<file path="src/rtl/rom_loader_if.sv">
// Boot-link byte stream in, ROM write port and load status out.
// master is the loader side; slave is the byte source / memory / core side.
interface rom_loader_if #(
  parameter int WORD_LENGTH = 32,
  parameter int XLEN        = 32
);
  logic                   Load_Start;
  logic [7:0]             Rx_Data;
  logic                   Rx_Valid;
  logic                   Rx_Ready;
  logic                   Wr_En;
  logic [XLEN-1:0]        Wr_Addr;
  logic [WORD_LENGTH-1:0] Wr_Data;
  logic                   Cpu_Hold;
  logic                   Load_Done;
  logic                   Load_Err;

  modport master (
    input  Load_Start, Rx_Data, Rx_Valid,
    output Rx_Ready, Wr_En, Wr_Addr, Wr_Data, Cpu_Hold, Load_Done, Load_Err
  );

  modport slave (
    output Load_Start, Rx_Data, Rx_Valid,
    input  Rx_Ready, Wr_En, Wr_Addr, Wr_Data, Cpu_Hold, Load_Done, Load_Err
  );
endinterface

</file>
<file path="src/rtl/rom_loader.sv">
// Boot loader: parses SYNC / count / data / XOR-checksum frames and writes
// little-endian instruction words to sequential ROM addresses from 0.
module rom_loader #(
  parameter int         WORD_LENGTH = 32,
  parameter int         ROM_DEPTH   = 2048,
  parameter int         XLEN        = 32,
  parameter logic [7:0] SYNC_BYTE   = 8'hA5
) (
  input logic         clk,
  input logic         Loader_Rst,
  rom_loader_if.master bus
);

  localparam int BYTES  = WORD_LENGTH / 8;
  localparam int BIDX_W = (BYTES > 1) ? $clog2(BYTES) : 1;
  localparam logic [BIDX_W-1:0] LAST_LANE = BIDX_W'(BYTES - 1);

  typedef enum logic [3:0] {
    S_IDLE, S_SYNC, S_CNT_L, S_CNT_H, S_DATA, S_WRITE, S_CHK, S_DONE, S_ERR
  } state_t;

  state_t                 state, state_next;
  logic                   rx_ready, wr_en, cpu_hold, accept;
  logic                   n_bad, last_word, last_lane;
  logic [31:0]            n_hdr;
  logic [7:0]             cnt_lo;
  logic [15:0]            word_cnt, word_idx;
  logic [BIDX_W-1:0]      byte_idx;
  logic [7:0]             checksum;
  logic [XLEN-1:0]        wr_addr;
  logic [WORD_LENGTH-1:0] wr_data;

  assign rx_ready  = (state == S_SYNC) || (state == S_CNT_L) || (state == S_CNT_H) ||
                     (state == S_DATA) || (state == S_CHK);
  assign cpu_hold  = rx_ready || (state == S_WRITE);
  assign wr_en     = (state == S_WRITE);
  assign accept    = bus.Rx_Valid && rx_ready;

  // Count is checked at full 32-bit width so large N never aliases into range.
  assign n_hdr     = {16'd0, bus.Rx_Data, cnt_lo};
  assign n_bad     = (n_hdr == 32'd0) || (n_hdr > 32'(ROM_DEPTH));
  assign last_word = (word_idx == word_cnt - 16'd1);
  assign last_lane = (byte_idx == LAST_LANE);

  always_ff @(posedge clk) begin
    if (Loader_Rst) state <= S_IDLE;
    else            state <= state_next;
  end

  always_comb begin
    state_next = state;
    case (state)
      S_IDLE, S_DONE, S_ERR: if (bus.Load_Start) state_next = S_SYNC;
      S_SYNC:  if (accept && (bus.Rx_Data == SYNC_BYTE)) state_next = S_CNT_L;
      S_CNT_L: if (accept) state_next = S_CNT_H;
      S_CNT_H: if (accept) state_next = n_bad ? S_ERR : S_DATA;
      S_DATA:  if (accept && last_lane) state_next = S_WRITE;
      S_WRITE: state_next = last_word ? S_CHK : S_DATA;
      S_CHK:   if (accept) state_next = (bus.Rx_Data == checksum) ? S_DONE : S_ERR;
      default: state_next = S_IDLE;
    endcase
  end

  always_ff @(posedge clk) begin
    if (Loader_Rst) begin
      cnt_lo   <= '0;
      word_cnt <= '0;
      word_idx <= '0;
      byte_idx <= '0;
      checksum <= '0;
      wr_addr  <= '0;
      wr_data  <= '0;
    end else begin
      case (state)
        S_IDLE, S_DONE, S_ERR: begin
          if (bus.Load_Start) begin
            word_idx <= '0;
            byte_idx <= '0;
            checksum <= '0;
          end
        end
        S_CNT_L: if (accept) cnt_lo <= bus.Rx_Data;
        S_CNT_H: if (accept) word_cnt <= {bus.Rx_Data, cnt_lo};
        S_DATA: begin
          if (accept) begin
            wr_data[8*byte_idx +: 8] <= bus.Rx_Data;
            checksum <= checksum ^ bus.Rx_Data;
            byte_idx <= last_lane ? '0 : byte_idx + BIDX_W'(1);
            // Address is latched with the final byte so it is stable for the write cycle.
            if (last_lane) wr_addr <= XLEN'(word_idx);
          end
        end
        S_WRITE: if (!last_word) word_idx <= word_idx + 16'd1;
        default: ;
      endcase
    end
  end

  assign bus.Rx_Ready  = rx_ready;
  assign bus.Wr_En     = wr_en;
  assign bus.Wr_Addr   = wr_addr;
  assign bus.Wr_Data   = wr_data;
  assign bus.Cpu_Hold  = cpu_hold;
  assign bus.Load_Done = (state == S_DONE);
  assign bus.Load_Err  = (state == S_ERR);

endmodule

</file>
<file path="src/flat_wrapper.sv">
// flat-port wrapper written by rule: the top's interface ports become plain ports
module rom_loader_flat 
#(
  parameter int         WORD_LENGTH = 32,
  parameter int         ROM_DEPTH   = 2048,
  parameter int         XLEN        = 32,
  parameter logic [7:0] SYNC_BYTE   = 8'hA5
)
  (clk, Loader_Rst, bus_Load_Start, bus_Rx_Data, bus_Rx_Valid, bus_Rx_Ready, bus_Wr_En, bus_Wr_Addr, bus_Wr_Data, bus_Cpu_Hold, bus_Load_Done, bus_Load_Err);
  rom_loader_if #(.WORD_LENGTH(WORD_LENGTH), .XLEN(XLEN)) bus_i ();
  input logic clk;
  input logic Loader_Rst;
  input wire logic [$bits(bus_i.Load_Start)-1:0] bus_Load_Start;
  input wire logic [$bits(bus_i.Rx_Data)-1:0] bus_Rx_Data;
  input wire logic [$bits(bus_i.Rx_Valid)-1:0] bus_Rx_Valid;
  output wire logic [$bits(bus_i.Rx_Ready)-1:0] bus_Rx_Ready;
  output wire logic [$bits(bus_i.Wr_En)-1:0] bus_Wr_En;
  output wire logic [$bits(bus_i.Wr_Addr)-1:0] bus_Wr_Addr;
  output wire logic [$bits(bus_i.Wr_Data)-1:0] bus_Wr_Data;
  output wire logic [$bits(bus_i.Cpu_Hold)-1:0] bus_Cpu_Hold;
  output wire logic [$bits(bus_i.Load_Done)-1:0] bus_Load_Done;
  output wire logic [$bits(bus_i.Load_Err)-1:0] bus_Load_Err;
  assign bus_i.Load_Start = bus_Load_Start;
  assign bus_i.Rx_Data = bus_Rx_Data;
  assign bus_i.Rx_Valid = bus_Rx_Valid;
  assign bus_Rx_Ready = bus_i.Rx_Ready;
  assign bus_Wr_En = bus_i.Wr_En;
  assign bus_Wr_Addr = bus_i.Wr_Addr;
  assign bus_Wr_Data = bus_i.Wr_Data;
  assign bus_Cpu_Hold = bus_i.Cpu_Hold;
  assign bus_Load_Done = bus_i.Load_Done;
  assign bus_Load_Err = bus_i.Load_Err;
  rom_loader #(.WORD_LENGTH(WORD_LENGTH), .ROM_DEPTH(ROM_DEPTH), .XLEN(XLEN), .SYNC_BYTE(SYNC_BYTE)) u_core (.clk(clk), .Loader_Rst(Loader_Rst), .bus(bus_i));
endmodule
</file>
<file path="config.mk">
export PLATFORM = sky130hd
export DESIGN_NAME = rom_loader_flat
export DESIGN_NICKNAME = d
export VERILOG_FILES = /design/src/rtl/rom_loader_if.sv /design/src/rtl/rom_loader.sv /design/src/flat_wrapper.sv
export SDC_FILE = /design/constraint.sdc
export NUM_CORES = 1
export LEC_CHECK = 0
export CAP_MARGIN = 20
export CORE_MARGIN = 2
export CORE_UTILIZATION = 54
export DETAILED_ROUTE_END_ITERATION = 12
export GPL_ROUTABILITY_DRIVEN = 0
export GPL_TIMING_DRIVEN = 1
export PLACE_DENSITY = 0.8
export SYNTH_ARGS = -nofsm -noshare
export SYNTH_HDL_FRONTEND = slang
export SYNTH_SLANG_ARGS = --single-unit
</file>
<file path="constraint.sdc">
create_clock -name clk -period 3.76 [get_ports clk]
set_input_delay 0.376 -clock clk [delete_from_list [all_inputs] [get_ports clk]]
set_output_delay 0.376 -clock clk [all_outputs]
set_load 0.1 [all_outputs]
</file>
==> reports/metrics.cfg, run 1 <==
[critical_path]
cp_data_arrival_time_ns = 3.57
start_kind = flop
crit_fanout = 17
path_class = flop to flop
worstPathRequired_ns = 4.02
crit_path_end_kind = flop
cp_cell_sequence = inv_1, ha_1, nor2b_1, nand2_1, or4_1, a211oi_2, nand4_2, a21boi_2, buf_4, nand3b_1, mux2_1
cpMaxStageDelayCell = or4_1
slowest_delay_ns = 0.54

[layout]
utilization_pct = 64.35
layout-drive-gt1-share_pct = 5.603
area_growth_syn_to_layout_pct = 14.54
nets = 711
n_antenna_cell = 0

[run]
maxCapViolations = 0

[floorplanning]
rows = 35
initial_core_util_pct = 56.18
fp.dieH_um = 102.5
core_area_um2 = 9328
die_w_um = 102.5
io_pins = 81
die_area_um2 = 10510

[synthesis]
synth_cell_types = 57
seq_area_frac_synth_pct = 38.97
async_reset_ff_share_pct = 0
ys.flop_type = dfxtp_1
synth_largest_area_cell = dfxtp_1
ys_top_cells_by_area = dfxtp_1, a21oi_1, nand2_1
avgSynthCellArea_um2 = 7.939
yosys.area.top_type_share_pct = 38.97
ys.warnings.count = 0
synth_edf_count = 0
ys_ff_latch = 102
syn_area_um2 = 5240
syn-instance-count = 660

[power_and_ir_drop]
p_seq_share_pct = 48.9
p_switching_w = 0.0008357
p_int_w = 0.001509
p_clk_share_pct = 28.6
switching_share_pct = 35.64
p_per_area_nw_per_um2 = 390.6
pwr-share-comb_pct = 22.5
leakage_nw = 2.288
ir_worst_vdd_mv = 0.2085

[sta]
fin_crit_ns = 3.303
final.setup.tns_ns = 0
slew_viol_final = 0
finClkSkew_ns = 0.01439
rsz0062_at_grt = false
max_slew_margin_pct = 31.88
tightestPinTransition_ns = 1.019
fin_ws_ns = 0.4567
hold_violations = 0
setup_viol = 0
max_freq_mhz = 302.7
fin_crit_sh_pct = 87.85

[route]
routedWlPerCell_um = 15.87
antenna_left = 0
viasPerCell = 5.783
first_iter_violations = 284
dr.pass1.iters = 5
postRouteWirelength_mm = 13.09
vias = 4771
drc_errors = 0

[grt]
grt_max_degree = 87
grtUsageMet3_pct = 6.780
gr-usage-met1_pct = 31.72
grt_usage_pct = 25.68
gr-total-overflow = 0
grt_pass1_vias = 4435
met2_usage_pct = 43.09
antenna_found_initial = 0
grt_most_used_layer = met2
grt_pass1_wl_mm = 21.36

[clock_network]
htreeDepth = 3
cts.sinks = 102
cts_tree = yes
cts_setup_buffers = 0
cts_buffers = 9
cts-hold-fix-buffers = 0
clk_latency_ns = 0.37
clock_path_buffers = 2
ctsResizeCount = 0
ctsRootBufferMaster = clkbuf_8
clkSlewWorstSetupHoldPaths_ns = 0.10

[worst_hold_path]
worstHoldPathType = flop to flop

[place]
hpwl_mm = 9.207
placement.io_buffers = 64
pre_cts_slack_ns = 0.5051

[status]
status = complete, no violations

final timing paths:
path / startpoint / endpoint / slack, ns / depth (start not counted)
max: u_core.word_cnt[0]$_SDFFE_PP0P_ / u_core.word_idx[14]$_SDFFE_PP0P_ / 0.46 / 11
min: u_core.bus.Wr_Addr[10]$_SDFFE_PP0P_ / u_core.bus.Wr_Addr[10]$_SDFFE_PP0P_ / 0.46 / 2
max reg2reg: u_core.word_cnt[0]$_SDFFE_PP0P_ / u_core.word_idx[14]$_SDFFE_PP0P_ / 0.46 / 11
min reg2reg: u_core.bus.Wr_Addr[10]$_SDFFE_PP0P_ / u_core.bus.Wr_Addr[10]$_SDFFE_PP0P_ / 0.46 / 2
final cells by class:
type | instances | area, um^2
Clock buffer | 10 | 137.6
Multi-Input combinational cell | 498 | 2897
Clock inverter | 6 | 51.30
Inverter | 8 | 30.03
Timing Repair Buffer | 72 | 683.2
Tap cell | 129 | 161.4
Sequential cell | 102 | 2042
Fill cell | 808 | 3326
routing by layer:
layer / vias up / part of all wire (%)
li1: 2324 / -
met1: 2259 / 42
met2: 162 / 50
met3: 26 / 6.4
met4: 0 / 1.6
met5: - / 0
cell usage after synthesis (7+ instances only):
| library cell | n |
|---|---|
| clkbuf_1 | 45 |
| xor2_1 | 20 |
| a21oi_1 | 75 |
| buf_4 | 17 |
| o21ai_0 | 22 |
| nor3_1 | 10 |
| and2_1 | 7 |
| nor3b_1 | 9 |
| inv_1 | 8 |
| or3_1 | 14 |
| nand3b_1 | 13 |
| ha_1 | 8 |
| nand3_1 | 43 |
| mux2i_1 | 25 |
| nand2_1 | 88 |
| dfxtp_1 | 102 |
| nand2b_1 | 7 |
| nor2_1 | 59 |
critical path, delay by kind of cell (launching register included):
family,cells,cell delay [ns]
simple gates,5,1.23
compound gates,2,0.57
flops,1,0.40
fa+ha+maj,1,0.34
mux,1,0.34
buf+inv,2,0.32
power by group through the flow:
stage                     Combinational (W)  Clock, W  Sequential, W
final                              0.000527  0.000671        0.00115
after global routing               0.000566  0.000730        0.00115
after CTS                          0.000525  0.000684        0.00114
after detailed placement           0.000525         0        0.00117
after global placement             0.000515         0        0.00117
after floorplan                    0.000474         0        0.00114
metrics by stage:
step / power (W) / cell area (um^2) / hold WS (ns) / instances
after detailed placement: 0.001695 / 5813 / 0.4463 / 809
after global routing: 0.002446 / 6002 / 0.4804 / 825
final: 0.002345 / 6002 / 0.4615 / 825
after global placement: 0.001682 / 5813 / 0.4396 / 809
after floorplan: 0.001616 / 5301 / 0.4687 / 675
after CTS: 0.002353 / 6002 / 0.4635 / 825
cell families after synthesis:
| kind of cell | Yosys count | share of synthesized area [%] |
|---|---|---|
| XOR/XNOR | 25 | 4.179 |
| multiplexers | 28 | 5.420 |
| adder cells (fa/ha/maj) | 8 | 1.910 |
| buffers and inverters | 75 | 6.924 |
| flip-flops | 102 | 38.97 |
| AO/OA/AOI/OAI | 133 | 14.80 |
| AND/OR/NAND/NOR | 288 | 27.72 |
| other | 1 | 0.07156 |
placed cells by master (no fill, tap or decap), types with 6 or more instances in the layout:
cell,Yosys,layout
a21oi_1,75,75
and2_1,7,7
and3_1,6,6
buf_4,17,13
clkbuf_8,0,10
clkdlybuf4s50_1,0,58
conb_1,1,16
dfxtp_1,102,102
ha_1,8,8
inv_1,8,8
mux2i_1,25,25
nand2_1,88,88
nand2b_1,7,7
nand3_1,43,43
nand3b_1,13,13
nand4_1,6,6
nor2_1,59,59
nor2b_1,6,6
nor3_1,10,10
nor3b_1,9,8
o21ai_0,22,22
o31ai_1,6,6
or3_1,14,14
xor2_1,20,20
state kept, by name, indices dropped and copies added, names as in the netlist:
signal,count
u_core.word_cnt,16
u_core.byte_idx,2
u_core.bus.Wr_Addr,16
u_core.bus.Wr_Data,32
u_core.word_idx,16
u_core.cnt_lo,8
u_core.checksum,8
u_core.state,4
Note: power is estimated with default switching activity, not from simulation.
==> run 2, diff against run 1 <==
--- a/config.mk
+++ b/config.mk
@@ -7,11 +7,11 @@
 export LEC_CHECK = 0
 export CAP_MARGIN = 20
 export CORE_MARGIN = 2
-export CORE_UTILIZATION = 54
+export CORE_UTILIZATION = 55
 export DETAILED_ROUTE_END_ITERATION = 12
 export GPL_ROUTABILITY_DRIVEN = 0
 export GPL_TIMING_DRIVEN = 1
-export PLACE_DENSITY = 0.8
+export PLACE_DENSITY = 0.81
 export SYNTH_ARGS = -nofsm -noshare
 export SYNTH_HDL_FRONTEND = slang
 export SYNTH_SLANG_ARGS = --single-unit
==> constraint.sdc (replaced) <==
create_clock -name clk -period 4.13 [get_ports clk]
set_input_delay 0.413 -clock clk [delete_from_list [all_inputs] [get_ports clk]]
set_output_delay 0.413 -clock clk [all_outputs]
set_load 0.1 [all_outputs]
==> run 2 against run 1 <==
Against the previous run: die area fell by 1.7%; wire length rose by 2.3%; first-iteration DRC count fell by 35%; via count rose by 0.31%; critical endpoint unchanged; largest power group unchanged.
==> reports/metrics.cfg, run 2 (synthesis gave the netlist of run 1 again) <==
[status]
status = complete, no violations

[layout]
n_antenna_cell = 0
utilization_pct = 65.32
nets = 712
fillerInstances = 777
design_area_um2 = 6036
layout-drive-gt1-share_pct = 5.022
area_growth_syn_to_layout_pct = 15.19
largest_reg_flops = 32
instances_no_fill = 826
final_common_cell = dfxtp_1
layout_common_cells = dfxtp_1, nand2_1, a21oi_1

[route]
routedWlPerCell_um = 16.21
antenna_left = 0
dr.pass1.iters = 5
viasPerCell = 5.794
first_iter_violations = 184
postRouteWirelength_mm = 13.39
vias = 4786
drc_errors = 0

[place]
placement.io_buffers = 64
hpwl_mm = 9.128
place_area_um2 = 5831
dpl.cell_count = 810

[power_and_ir_drop]
p_per_area_nw_per_um2 = 362.2
ir_worst_vdd_mv = 0.2538
leakage_nw = 2.287

[floorplanning]
io_pins = 81
core_area_um2 = 9240
initial_core_util_pct = 56.71
die_area_um2 = 10320
fp.dieH_um = 101.6
rows = 35
die_w_um = 101.6

[clock_network]
clock_path_buffers = 2
cts.sinks = 102
clkSlewWorstSetupHoldPaths_ns = 0.10
ctsRootBufferMaster = clkbuf_8
ctsResizeCount = 0
clk_latency_ns = 0.37
cts-hold-fix-buffers = 0
htreeDepth = 3
cts_setup_buffers = 0
cts_buffers = 9
cts_tree = yes

[critical_path]
path_class = flop to flop
cp_data_arrival_time_ns = 3.52
r2r_slack_ns = 0.86
start_kind = flop
worstPathRequired_ns = 4.38
crit_path_end_kind = flop
crit_fanout = 13

[grt]
grt_pass1_vias = 4438
grt_usage_pct = 26.04
gr-total-overflow = 0
antenna_found_initial = 0
grt_pass1_wl_mm = 21.40
grt_max_degree = 87

[sta]
fin_crit_sh_pct = 79.13
max_slew_margin_pct = 32.14
slew_viol_final = 0
setup_viol = 0
hold_violations = 0
tightestPinTransition_ns = 1.015
final.setup.tns_ns = 0
finClkSkew_ns = 0.01323
max_freq_mhz = 306.0
rsz0062_at_grt = false
fin_crit_ns = 3.268

[worst_hold_path]
worstHoldPathType = flop to flop

[run]
maxCapViolations = 0

==> run 2: per-stage QoR <==
stage	setup slack, ns	hold WS, ns	total power [W]
3_5_place_dp	0.9118	0.4454	0.001546
6_report	0.8620	0.4606	0.002186
2_1_floorplan	0.8313	0.4687	0.001472
4_1_cts	0.8888	0.4627	0.002189
3_3_place_gp	1.099	0.4417	0.001535
5_1_grt	0.6456	0.4789	0.002274
==> run 2: final timing paths <==
kind                                                          from                                 end  cells past startpoint
worst max register to register     u_core.word_cnt[0]$_SDFFE_PP0P_    u_core.word_idx[14]$_SDFFE_PP0P_                     10
worst max-delay path               u_core.word_cnt[0]$_SDFFE_PP0P_    u_core.word_idx[14]$_SDFFE_PP0P_                     10
worst min-delay path            u_core.bus.Wr_Data[2]$_SDFFE_PP0P_  u_core.bus.Wr_Data[2]$_SDFFE_PP0P_                      2
worst min register to register  u_core.bus.Wr_Data[2]$_SDFFE_PP0P_  u_core.bus.Wr_Data[2]$_SDFFE_PP0P_                      2
==> run 2: final cells by class <==
cell class	instances	area, um^2	area share [%]
Clock buffer	10	127.6	2.114
Tap cell	129	161.4	2.674
Inverter	8	30.03	0.4975
Sequential cell	102	2042	33.83
Multi-Input combinational cell	498	2897	47.99
Clock inverter	6	77.57	1.285
Timing Repair Buffer	73	700.7	11.61
==> run 2: worst max-delay path, cell delays in order (launching register included) <==
cell      delay (ns)
dfxtp_1         0.40
inv_1           0.09
ha_1            0.33
nor2b_1         0.25
nand2_1         0.10
or4_1           0.54
a211oi_2        0.27
nand4_2         0.23
a21boi_2        0.45
nand3b_1        0.19
mux2_1          0.32
==> run 2: power by group <==
| group | internal, W | switching (W) |
|---|---|---|
| clock | 0.000292 | 0.000362 |
| sequential | 0.00100 | 0.0000418 |
| combinational | 0.000129 | 0.000359 |
| total | 0.00142 | 0.000763 |
==> run 2: per-layer routing <==
| layer | global-route usage (%) | vias up | wire length (um) |
|---|---|---|---|
| met2 | 42.56 | 162 | 6413 |
| met3 | 7.453 | 36 | 951 |
| met5 | 0 | - | 0 |
| met4 | 10.71 | 0 | 384 |
| met1 | 32.24 | 2271 | 5642 |
| li1 | - | 2317 | - |
